===== config.mk =====
export PLATFORM = sky130hd
export DESIGN_NAME = pipe_stage_regs_flat
export DESIGN_NICKNAME = d
export VERILOG_FILES = /design/src/rtl/pipe_stage_regs_if.sv /design/src/rtl/pipe_stage_regs.sv /design/src/flat_wrapper.sv
export SDC_FILE = /design/constraint.sdc
export NUM_CORES = 1
export LEC_CHECK = 0
export CAP_MARGIN = 20
export CELL_PAD_IN_SITES_DETAIL_PLACEMENT = 1
export CELL_PAD_IN_SITES_GLOBAL_PLACEMENT = 2
export CORE_AREA = 5 5 237 239
export DETAILED_ROUTE_END_ITERATION = 6
export DIE_AREA = 0 0 242 244
export DONT_BUFFER_PORTS = 1
export PLACE_DENSITY_LB_ADDON = 0.1
export SLEW_MARGIN = 20
export SYNTH_ARGS = -nofsm -noshare
export SYNTH_HDL_FRONTEND = slang
export SYNTH_SLANG_ARGS = --single-unit

===== constraint.sdc =====
create_clock -name clk -period 4.26 [get_ports clk]
set_input_delay 0.639 -clock clk [delete_from_list [all_inputs] [get_ports clk]]
set_output_delay 0.639 -clock clk [all_outputs]
set_load 0.01 [all_outputs]

===== src/rtl/pipe_stage_regs_if.sv =====
// Bus between the 5-stage MIPS datapath and its pipeline register chain.
// The slave side is the register chain; the master side is the surrounding datapath.
interface pipe_stage_regs_if #(
    parameter int unsigned DW = 32
);
    localparam int unsigned RW = 5;
    localparam int unsigned AW = 4;

    // IF / PC
    logic          wpcir;
    logic [DW-1:0] npc;
    logic [DW-1:0] ins;
    logic [DW-1:0] pc;
    logic [DW-1:0] pc4;
    logic [DW-1:0] dins;
    logic [DW-1:0] dpc4;

    // ID decode into the chain
    logic          wreg;
    logic          m2reg;
    logic          wmem;
    logic          aluimm;
    logic          shift;
    logic          jal;
    logic          regrt;
    logic [AW-1:0] aluc;
    logic [DW-1:0] da;
    logic [DW-1:0] db;
    logic [DW-1:0] dimm;

    // EXE
    logic          ewreg;
    logic          em2reg;
    logic          ewmem;
    logic          ealuimm;
    logic          eshift;
    logic          ejal;
    logic [AW-1:0] ealuc;
    logic [RW-1:0] edestReg;
    logic [DW-1:0] ea;
    logic [DW-1:0] eb;
    logic [DW-1:0] eimm;
    logic [DW-1:0] epc4;
    logic [DW-1:0] ealu;

    // MEM
    logic          mwreg;
    logic          mm2reg;
    logic          mwmem;
    logic [RW-1:0] mdestReg;
    logic [DW-1:0] malu;
    logic [DW-1:0] mb;
    logic [DW-1:0] mmo;

    // WB / register-file write port
    logic          wwreg;
    logic          wm2reg;
    logic [RW-1:0] wdestReg;
    logic [DW-1:0] wdi;
    logic          rf_we;

    modport master (
        output wpcir, npc, ins,
        output wreg, m2reg, wmem, aluimm, shift, jal, regrt, aluc, da, db, dimm,
        output ealu, mmo,
        input  pc, pc4, dins, dpc4,
        input  ewreg, em2reg, ewmem, ealuimm, eshift, ejal, ealuc, edestReg,
        input  ea, eb, eimm, epc4,
        input  mwreg, mm2reg, mwmem, mdestReg, malu, mb,
        input  wwreg, wm2reg, wdestReg, wdi, rf_we
    );

    modport slave (
        input  wpcir, npc, ins,
        input  wreg, m2reg, wmem, aluimm, shift, jal, regrt, aluc, da, db, dimm,
        input  ealu, mmo,
        output pc, pc4, dins, dpc4,
        output ewreg, em2reg, ewmem, ealuimm, eshift, ejal, ealuc, edestReg,
        output ea, eb, eimm, epc4,
        output mwreg, mm2reg, mwmem, mdestReg, malu, mb,
        output wwreg, wm2reg, wdestReg, wdi, rf_we
    );
endinterface


===== src/rtl/pipe_stage_regs.sv =====
// PC, IF/ID, ID/EXE, EXE/MEM and MEM/WB registers of the 5-stage MIPS core.
// wpcir stalls PC and IF/ID; the later stages always advance, so a stall becomes an EXE bubble.
module pipe_stage_regs #(
    parameter int unsigned      DW     = 32,
    parameter logic [DW-1:0]    RST_PC = '0
) (
    input  logic             clk,
    input  logic             resetn,
    pipe_stage_regs_if.slave bus
);
    localparam int unsigned RW     = 5;
    localparam int unsigned AW     = 4;
    localparam int unsigned LINK_R = 31;

    // PC and IF/ID
    logic [DW-1:0] r_pc;
    logic [DW-1:0] r_dins;
    logic [DW-1:0] r_dpc4;
    logic [DW-1:0] w_pc4;

    // ID/EXE
    logic          r_ewreg;
    logic          r_em2reg;
    logic          r_ewmem;
    logic          r_ealuimm;
    logic          r_eshift;
    logic          r_ejal;
    logic [AW-1:0] r_ealuc;
    logic [RW-1:0] r_edest;
    logic [DW-1:0] r_ea;
    logic [DW-1:0] r_eb;
    logic [DW-1:0] r_eimm;
    logic [DW-1:0] r_epc4;
    logic [RW-1:0] w_drn;

    // EXE/MEM
    logic          r_mwreg;
    logic          r_mm2reg;
    logic          r_mwmem;
    logic [RW-1:0] r_mdest;
    logic [DW-1:0] r_malu;
    logic [DW-1:0] r_mb;

    // MEM/WB
    logic          r_wwreg;
    logic          r_wm2reg;
    logic [RW-1:0] r_wdest;
    logic [DW-1:0] r_walu;
    logic [DW-1:0] r_wmo;

    assign w_pc4 = r_pc + DW'(4);

    always_ff @(posedge clk or negedge resetn) begin
        if (!resetn) begin
            r_pc   <= RST_PC;
            r_dins <= '0;
            r_dpc4 <= '0;
        end else if (bus.wpcir) begin
            r_pc   <= bus.npc;
            r_dins <= bus.ins;
            r_dpc4 <= w_pc4;
        end
    end

    // Destination selection: jal links into $31, I-type writes rt, R-type writes rd.
    always_comb begin
        w_drn = r_dins[15:11];
        if (bus.jal) begin
            w_drn = RW'(LINK_R);
        end else if (bus.regrt) begin
            w_drn = r_dins[20:16];
        end
    end

    always_ff @(posedge clk or negedge resetn) begin
        if (!resetn) begin
            r_ewreg   <= 1'b0;
            r_em2reg  <= 1'b0;
            r_ewmem   <= 1'b0;
            r_ealuimm <= 1'b0;
            r_eshift  <= 1'b0;
            r_ejal    <= 1'b0;
            r_ealuc   <= '0;
            r_edest   <= '0;
            r_ea      <= '0;
            r_eb      <= '0;
            r_eimm    <= '0;
            r_epc4    <= '0;
        end else begin
            r_ewreg   <= bus.wreg;
            r_em2reg  <= bus.m2reg;
            r_ewmem   <= bus.wmem;
            r_ealuimm <= bus.aluimm;
            r_eshift  <= bus.shift;
            r_ejal    <= bus.jal;
            r_ealuc   <= bus.aluc;
            // Non-writing slots (including stall bubbles) carry dest 0 so they never match in forwarding.
            r_edest   <= bus.wreg ? w_drn : '0;
            r_ea      <= bus.da;
            r_eb      <= bus.db;
            r_eimm    <= bus.dimm;
            r_epc4    <= r_dpc4;
        end
    end

    always_ff @(posedge clk or negedge resetn) begin
        if (!resetn) begin
            r_mwreg  <= 1'b0;
            r_mm2reg <= 1'b0;
            r_mwmem  <= 1'b0;
            r_mdest  <= '0;
            r_malu   <= '0;
            r_mb     <= '0;
        end else begin
            r_mwreg  <= r_ewreg;
            r_mm2reg <= r_em2reg;
            r_mwmem  <= r_ewmem;
            r_mdest  <= r_edest;
            r_malu   <= bus.ealu;
            r_mb     <= r_eb;
        end
    end

    always_ff @(posedge clk or negedge resetn) begin
        if (!resetn) begin
            r_wwreg  <= 1'b0;
            r_wm2reg <= 1'b0;
            r_wdest  <= '0;
            r_walu   <= '0;
            r_wmo    <= '0;
        end else begin
            r_wwreg  <= r_mwreg;
            r_wm2reg <= r_mm2reg;
            r_wdest  <= r_mdest;
            r_walu   <= r_malu;
            r_wmo    <= bus.mmo;
        end
    end

    assign bus.pc       = r_pc;
    assign bus.pc4      = w_pc4;
    assign bus.dins     = r_dins;
    assign bus.dpc4     = r_dpc4;

    assign bus.ewreg    = r_ewreg;
    assign bus.em2reg   = r_em2reg;
    assign bus.ewmem    = r_ewmem;
    assign bus.ealuimm  = r_ealuimm;
    assign bus.eshift   = r_eshift;
    assign bus.ejal     = r_ejal;
    assign bus.ealuc    = r_ealuc;
    assign bus.edestReg = r_edest;
    assign bus.ea       = r_ea;
    assign bus.eb       = r_eb;
    assign bus.eimm     = r_eimm;
    assign bus.epc4     = r_epc4;

    assign bus.mwreg    = r_mwreg;
    assign bus.mm2reg   = r_mm2reg;
    assign bus.mwmem    = r_mwmem;
    assign bus.mdestReg = r_mdest;
    assign bus.malu     = r_malu;
    assign bus.mb       = r_mb;

    // $0 writes keep wwreg set but are masked at the register-file port.
    assign bus.wwreg    = r_wwreg;
    assign bus.wm2reg   = r_wm2reg;
    assign bus.wdestReg = r_wdest;
    assign bus.wdi      = r_wm2reg ? r_wmo : r_walu;
    assign bus.rf_we    = r_wwreg & (r_wdest != '0);
endmodule


===== src/flat_wrapper.sv =====
// flat-port wrapper written by rule: the top's interface ports become plain ports
module pipe_stage_regs_flat 
#(
    parameter int unsigned      DW     = 32,
    parameter logic [DW-1:0]    RST_PC = '0
)
  (clk, resetn, bus_wpcir, bus_npc, bus_ins, bus_wreg, bus_m2reg, bus_wmem, bus_aluimm, bus_shift, bus_jal, bus_regrt, bus_aluc, bus_da, bus_db, bus_dimm, bus_ealu, bus_mmo, bus_pc, bus_pc4, bus_dins, bus_dpc4, bus_ewreg, bus_em2reg, bus_ewmem, bus_ealuimm, bus_eshift, bus_ejal, bus_ealuc, bus_edestReg, bus_ea, bus_eb, bus_eimm, bus_epc4, bus_mwreg, bus_mm2reg, bus_mwmem, bus_mdestReg, bus_malu, bus_mb, bus_wwreg, bus_wm2reg, bus_wdestReg, bus_wdi, bus_rf_we);
  pipe_stage_regs_if #(.DW(DW)) bus_i ();
  input  logic clk;
  input  logic resetn;
  input wire logic [$bits(bus_i.wpcir)-1:0] bus_wpcir;
  input wire logic [$bits(bus_i.npc)-1:0] bus_npc;
  input wire logic [$bits(bus_i.ins)-1:0] bus_ins;
  input wire logic [$bits(bus_i.wreg)-1:0] bus_wreg;
  input wire logic [$bits(bus_i.m2reg)-1:0] bus_m2reg;
  input wire logic [$bits(bus_i.wmem)-1:0] bus_wmem;
  input wire logic [$bits(bus_i.aluimm)-1:0] bus_aluimm;
  input wire logic [$bits(bus_i.shift)-1:0] bus_shift;
  input wire logic [$bits(bus_i.jal)-1:0] bus_jal;
  input wire logic [$bits(bus_i.regrt)-1:0] bus_regrt;
  input wire logic [$bits(bus_i.aluc)-1:0] bus_aluc;
  input wire logic [$bits(bus_i.da)-1:0] bus_da;
  input wire logic [$bits(bus_i.db)-1:0] bus_db;
  input wire logic [$bits(bus_i.dimm)-1:0] bus_dimm;
  input wire logic [$bits(bus_i.ealu)-1:0] bus_ealu;
  input wire logic [$bits(bus_i.mmo)-1:0] bus_mmo;
  output wire logic [$bits(bus_i.pc)-1:0] bus_pc;
  output wire logic [$bits(bus_i.pc4)-1:0] bus_pc4;
  output wire logic [$bits(bus_i.dins)-1:0] bus_dins;
  output wire logic [$bits(bus_i.dpc4)-1:0] bus_dpc4;
  output wire logic [$bits(bus_i.ewreg)-1:0] bus_ewreg;
  output wire logic [$bits(bus_i.em2reg)-1:0] bus_em2reg;
  output wire logic [$bits(bus_i.ewmem)-1:0] bus_ewmem;
  output wire logic [$bits(bus_i.ealuimm)-1:0] bus_ealuimm;
  output wire logic [$bits(bus_i.eshift)-1:0] bus_eshift;
  output wire logic [$bits(bus_i.ejal)-1:0] bus_ejal;
  output wire logic [$bits(bus_i.ealuc)-1:0] bus_ealuc;
  output wire logic [$bits(bus_i.edestReg)-1:0] bus_edestReg;
  output wire logic [$bits(bus_i.ea)-1:0] bus_ea;
  output wire logic [$bits(bus_i.eb)-1:0] bus_eb;
  output wire logic [$bits(bus_i.eimm)-1:0] bus_eimm;
  output wire logic [$bits(bus_i.epc4)-1:0] bus_epc4;
  output wire logic [$bits(bus_i.mwreg)-1:0] bus_mwreg;
  output wire logic [$bits(bus_i.mm2reg)-1:0] bus_mm2reg;
  output wire logic [$bits(bus_i.mwmem)-1:0] bus_mwmem;
  output wire logic [$bits(bus_i.mdestReg)-1:0] bus_mdestReg;
  output wire logic [$bits(bus_i.malu)-1:0] bus_malu;
  output wire logic [$bits(bus_i.mb)-1:0] bus_mb;
  output wire logic [$bits(bus_i.wwreg)-1:0] bus_wwreg;
  output wire logic [$bits(bus_i.wm2reg)-1:0] bus_wm2reg;
  output wire logic [$bits(bus_i.wdestReg)-1:0] bus_wdestReg;
  output wire logic [$bits(bus_i.wdi)-1:0] bus_wdi;
  output wire logic [$bits(bus_i.rf_we)-1:0] bus_rf_we;
  assign bus_i.wpcir = bus_wpcir;
  assign bus_i.npc = bus_npc;
  assign bus_i.ins = bus_ins;
  assign bus_i.wreg = bus_wreg;
  assign bus_i.m2reg = bus_m2reg;
  assign bus_i.wmem = bus_wmem;
  assign bus_i.aluimm = bus_aluimm;
  assign bus_i.shift = bus_shift;
  assign bus_i.jal = bus_jal;
  assign bus_i.regrt = bus_regrt;
  assign bus_i.aluc = bus_aluc;
  assign bus_i.da = bus_da;
  assign bus_i.db = bus_db;
  assign bus_i.dimm = bus_dimm;
  assign bus_i.ealu = bus_ealu;
  assign bus_i.mmo = bus_mmo;
  assign bus_pc = bus_i.pc;
  assign bus_pc4 = bus_i.pc4;
  assign bus_dins = bus_i.dins;
  assign bus_dpc4 = bus_i.dpc4;
  assign bus_ewreg = bus_i.ewreg;
  assign bus_em2reg = bus_i.em2reg;
  assign bus_ewmem = bus_i.ewmem;
  assign bus_ealuimm = bus_i.ealuimm;
  assign bus_eshift = bus_i.eshift;
  assign bus_ejal = bus_i.ejal;
  assign bus_ealuc = bus_i.ealuc;
  assign bus_edestReg = bus_i.edestReg;
  assign bus_ea = bus_i.ea;
  assign bus_eb = bus_i.eb;
  assign bus_eimm = bus_i.eimm;
  assign bus_epc4 = bus_i.epc4;
  assign bus_mwreg = bus_i.mwreg;
  assign bus_mm2reg = bus_i.mm2reg;
  assign bus_mwmem = bus_i.mwmem;
  assign bus_mdestReg = bus_i.mdestReg;
  assign bus_malu = bus_i.malu;
  assign bus_mb = bus_i.mb;
  assign bus_wwreg = bus_i.wwreg;
  assign bus_wm2reg = bus_i.wm2reg;
  assign bus_wdestReg = bus_i.wdestReg;
  assign bus_wdi = bus_i.wdi;
  assign bus_rf_we = bus_i.rf_we;
  pipe_stage_regs #(.DW(DW), .RST_PC(RST_PC)) u_core (.clk(clk), .resetn(resetn), .bus(bus_i));
endmodule

==> results.md <==
- Worst-margin pin slew: 636 ps
- Synthesized instance count: 674
- Distinct cells, synth: 38
- Filler cell count: 5613
- Detailed Place HPWL: 29200 µm
- Commonest non-fill, non-tap cell in the layout: dfrtp_1
- Number of global-route vias before repair: 6517
- Synth Warn #: 0
- First-pass GRT wire length: 54300 µm
- Yosys reg bits: 382
- Reg2reg end: u_core.bus.dpc4[16]$_DFFE_PN0P_
- Clock Latency Late Sink: 570 ps
- GRT overflow: 0
- Pwr/cell area: 606 nW/µm²
- Layout net count: 933
- 1st-iter DRT viols: 217
- Syn Area/Cell: 17.7 µm²
- Via count: 5889
- RSZ-0062 raised after global routing: false
- Total CTS buffers: 44
- Clock-pin slew on the worst setup and hold paths: 50 ps
- Minimum clock period: 3340 ps
- Final Cell Area: 14300 µm²
- Clk root buf: clkbuf_16
- Most frequent cells in the layout: 382 x dfrtp_1, 116 x mux2_2, 44 x clkbuf_16
- Fmax: 300 MHz
- Worst EP required: 3620 ps
- All-layer global routing usage: 12.5%
- Port Buf Inserts: 0
- Status: finished, violations left
- Drt drc: 0
- CTS tree: yes
- Startpoint Class: register
- CP Capture Type: output port
- R2R cell count: 5
- Initial Utilization: 22.3%
- Crit path kind: reg -> out
- Layout Utilization: 26.7%
- Die X: 242 µm
- Clock skew: 19.6 ps
- Clock Path Buffers: 3
- Initial antenna violation count: 20
- Number of iterations in the first detailed-routing pass: 4
- Largest net degree at the start of global routing: 383
- Critical path arrival: 2700 ps
- Placer Congestion: 0.795
- R2r startpoint: u_core.bus.pc[3]$_DFFE_PN0P_
- Routed wire length: 38900 µm
- Worst hold margin: -233 ps
- Post-route insts no fill: 1428
- Die area: 59000 µm²
- Die height: 244 µm
- Max Cap Viol: 0
- Max transition margin: 57.6%
- Wire length per cell: 27.2 µm
- ANT nets after route: 0
- Placement Cell Area: 12700 µm²
- Routed vias/inst: 4.12
- Crit path max fanout: 15
- Row cnt: 85
- Final setup violation count: 0
- Synth Cell Area: 11900 µm²
- H-tree Lvls: 2
- Final hold vios: 382
- I/O pin cnt: 621
- Worst IR Drop VDD: 242 µV
- Tcrit/Tclk final: 78.3%
- Syn Nets: 913
- Leakage: 6.01 nW
- Layout cell share with drive strength beyond 1: 27.2%
- Max-slew violation count: 0
- Clock tree sinks: 382
- Sum of negative setup slack: 0 ps
- Placed Instances: 1344
- HP Class: in -> async
- Syn-to-layout area delta: 19.9%
- Failing checks: hold timing
- Core ar.: 53600 µm²
- Internal reg-to-reg setup slack: 2090 ps
- Seq/Total Area, Yosys: 80.1%
==> critical path, cell delays in order, from the launching register on <==
cell	delay, ps
dfrtp_1	530
and4_1	500
nand4_4	270
or4_1	600
nand2_1	240
==> registers in the layout, indices dropped and copies added, names as in the netlist, 4 cells and up <==
name and count:
u_core.bus.dins 32, u_core.bus.dpc4 32, u_core.bus.ea 32, u_core.bus.ealuc 4
u_core.bus.eb 32, u_core.bus.edestReg 5, u_core.bus.eimm 32, u_core.bus.epc4 32
u_core.bus.malu 32, u_core.bus.mb 32, u_core.bus.mdestReg 5, u_core.bus.pc 32
u_core.bus.wdestReg 5, u_core.r_walu 32, u_core.r_wmo 32
==> final cells by class <==
class	instances	area, µm²	share of cell area, %
antenna	5	12.5	0.0875
clock buffer	59	1250	8.72
clock inverter	20	364	2.55
inverter	3	11.3	0.0788
multi-input combinational	262	2220	15.6
sequential	382	9560	66.9
tap	696	871	6.09
timing repair buffer	1	7.51	0.0525
==> Yosys cell counts, drive strengths merged <==
library cell / n / share of area, %
dfrtp: 382 / 80
mux2: 116 / 11
nand2: 26 / 0.82
a31oi: 15 / 0.79
clkbuf: 15 / 0.49
nor2: 15 / 0.47
nand3: 13 / 0.55
buf: 12 / 0.63
nand4: 10 / 0.70
xnor2: 10 / 0.73
and4: 8 / 0.60
or4: 8 / 0.53
o31ai: 7 / 0.44
o21a: 6 / 0.38
o21ai: 6 / 0.25
or3: 5 / 0.27
xor2: 4 / 0.29
inv: 3 / 0.094
a31o: 2 / 0.15
nor3: 2 / 0.084
and2: 1 / 0.063
and3: 1 / 0.052
ha: 1 / 0.10
nand2b: 1 / 0.052
nand4bb: 1 / 0.094
nor2b: 1 / 0.052
o211ai: 1 / 0.063
o41ai: 1 / 0.073
or4b: 1 / 0.084
==> metrics by stage <==
stage          power (mW)  setup slack [ps]
2_1_floorplan        4.48              1920
3_3_place_gp         4.68              1460
3_5_place_dp         4.67              1470
4_1_cts              8.85               843
5_1_grt              9.03               713
6_report             8.67               923
==> worst max path at each step <==
| stage | from | to | slack (ps) | cells after the start |
|---|---|---|---|---|
| 2_1_floorplan | u_core.bus.pc[2]$_DFFE_PN0P_ | bus_pc4[18] | 1920 | 7 |
| 3_3_place_gp | u_core.bus.pc[6]$_DFFE_PN0P_ | bus_pc4[30] | 1460 | 4 |
| 3_5_place_dp | u_core.bus.pc[6]$_DFFE_PN0P_ | bus_pc4[30] | 1470 | 4 |
| 4_1_cts | u_core.bus.pc[6]$_DFFE_PN0P_ | bus_pc4[30] | 840 | 4 |
| 5_1_grt | u_core.bus.pc[6]$_DFFE_PN0P_ | bus_pc4[28] | 710 | 4 |
| 6_report | u_core.bus.pc[6]$_DFFE_PN0P_ | bus_pc4[30] | 920 | 4 |
==> routing by layer <==
layer,vias to the layer above,global-route usage [%],wire length (µm)
met5,-,0,134
met4,20,3.29,765
met3,75,6.75,4340
met2,351,22.1,19900
met1,3061,12.8,13700
li1,2382,-,-
==> repair_timing <==
action	CTS	global route
setup buffers	0	0
endpoints found under the hold margin	382	382
gates resized for setup	0	0
==> kinds of logic (layout without fill, tap and decap cells) <==
| family | count (synthesis) | count (layout) | synth area share, % |
|---|---|---|---|
| buf+inv | 30 | 83 | 1.22 |
| compound gates | 38 | 38 | 2.14 |
| mux | 116 | 116 | 11.0 |
| simple gates | 93 | 93 | 4.43 |
| xor+xnor | 14 | 14 | 1.03 |
| fa+ha+maj | 1 | 1 | 0.105 |
| other cells | 0 | 5 | 0 |
| flops | 382 | 382 | 80.1 |
==> power by group <==
group          switching (mW)  total, mW  internal [mW]
Combinational           0.142      0.281          0.139
Sequential              0.393       4.30           3.91
Clock                    1.52       4.08           2.56
Total                    2.06       8.67           6.61
(Power assumes the default switching activity.)
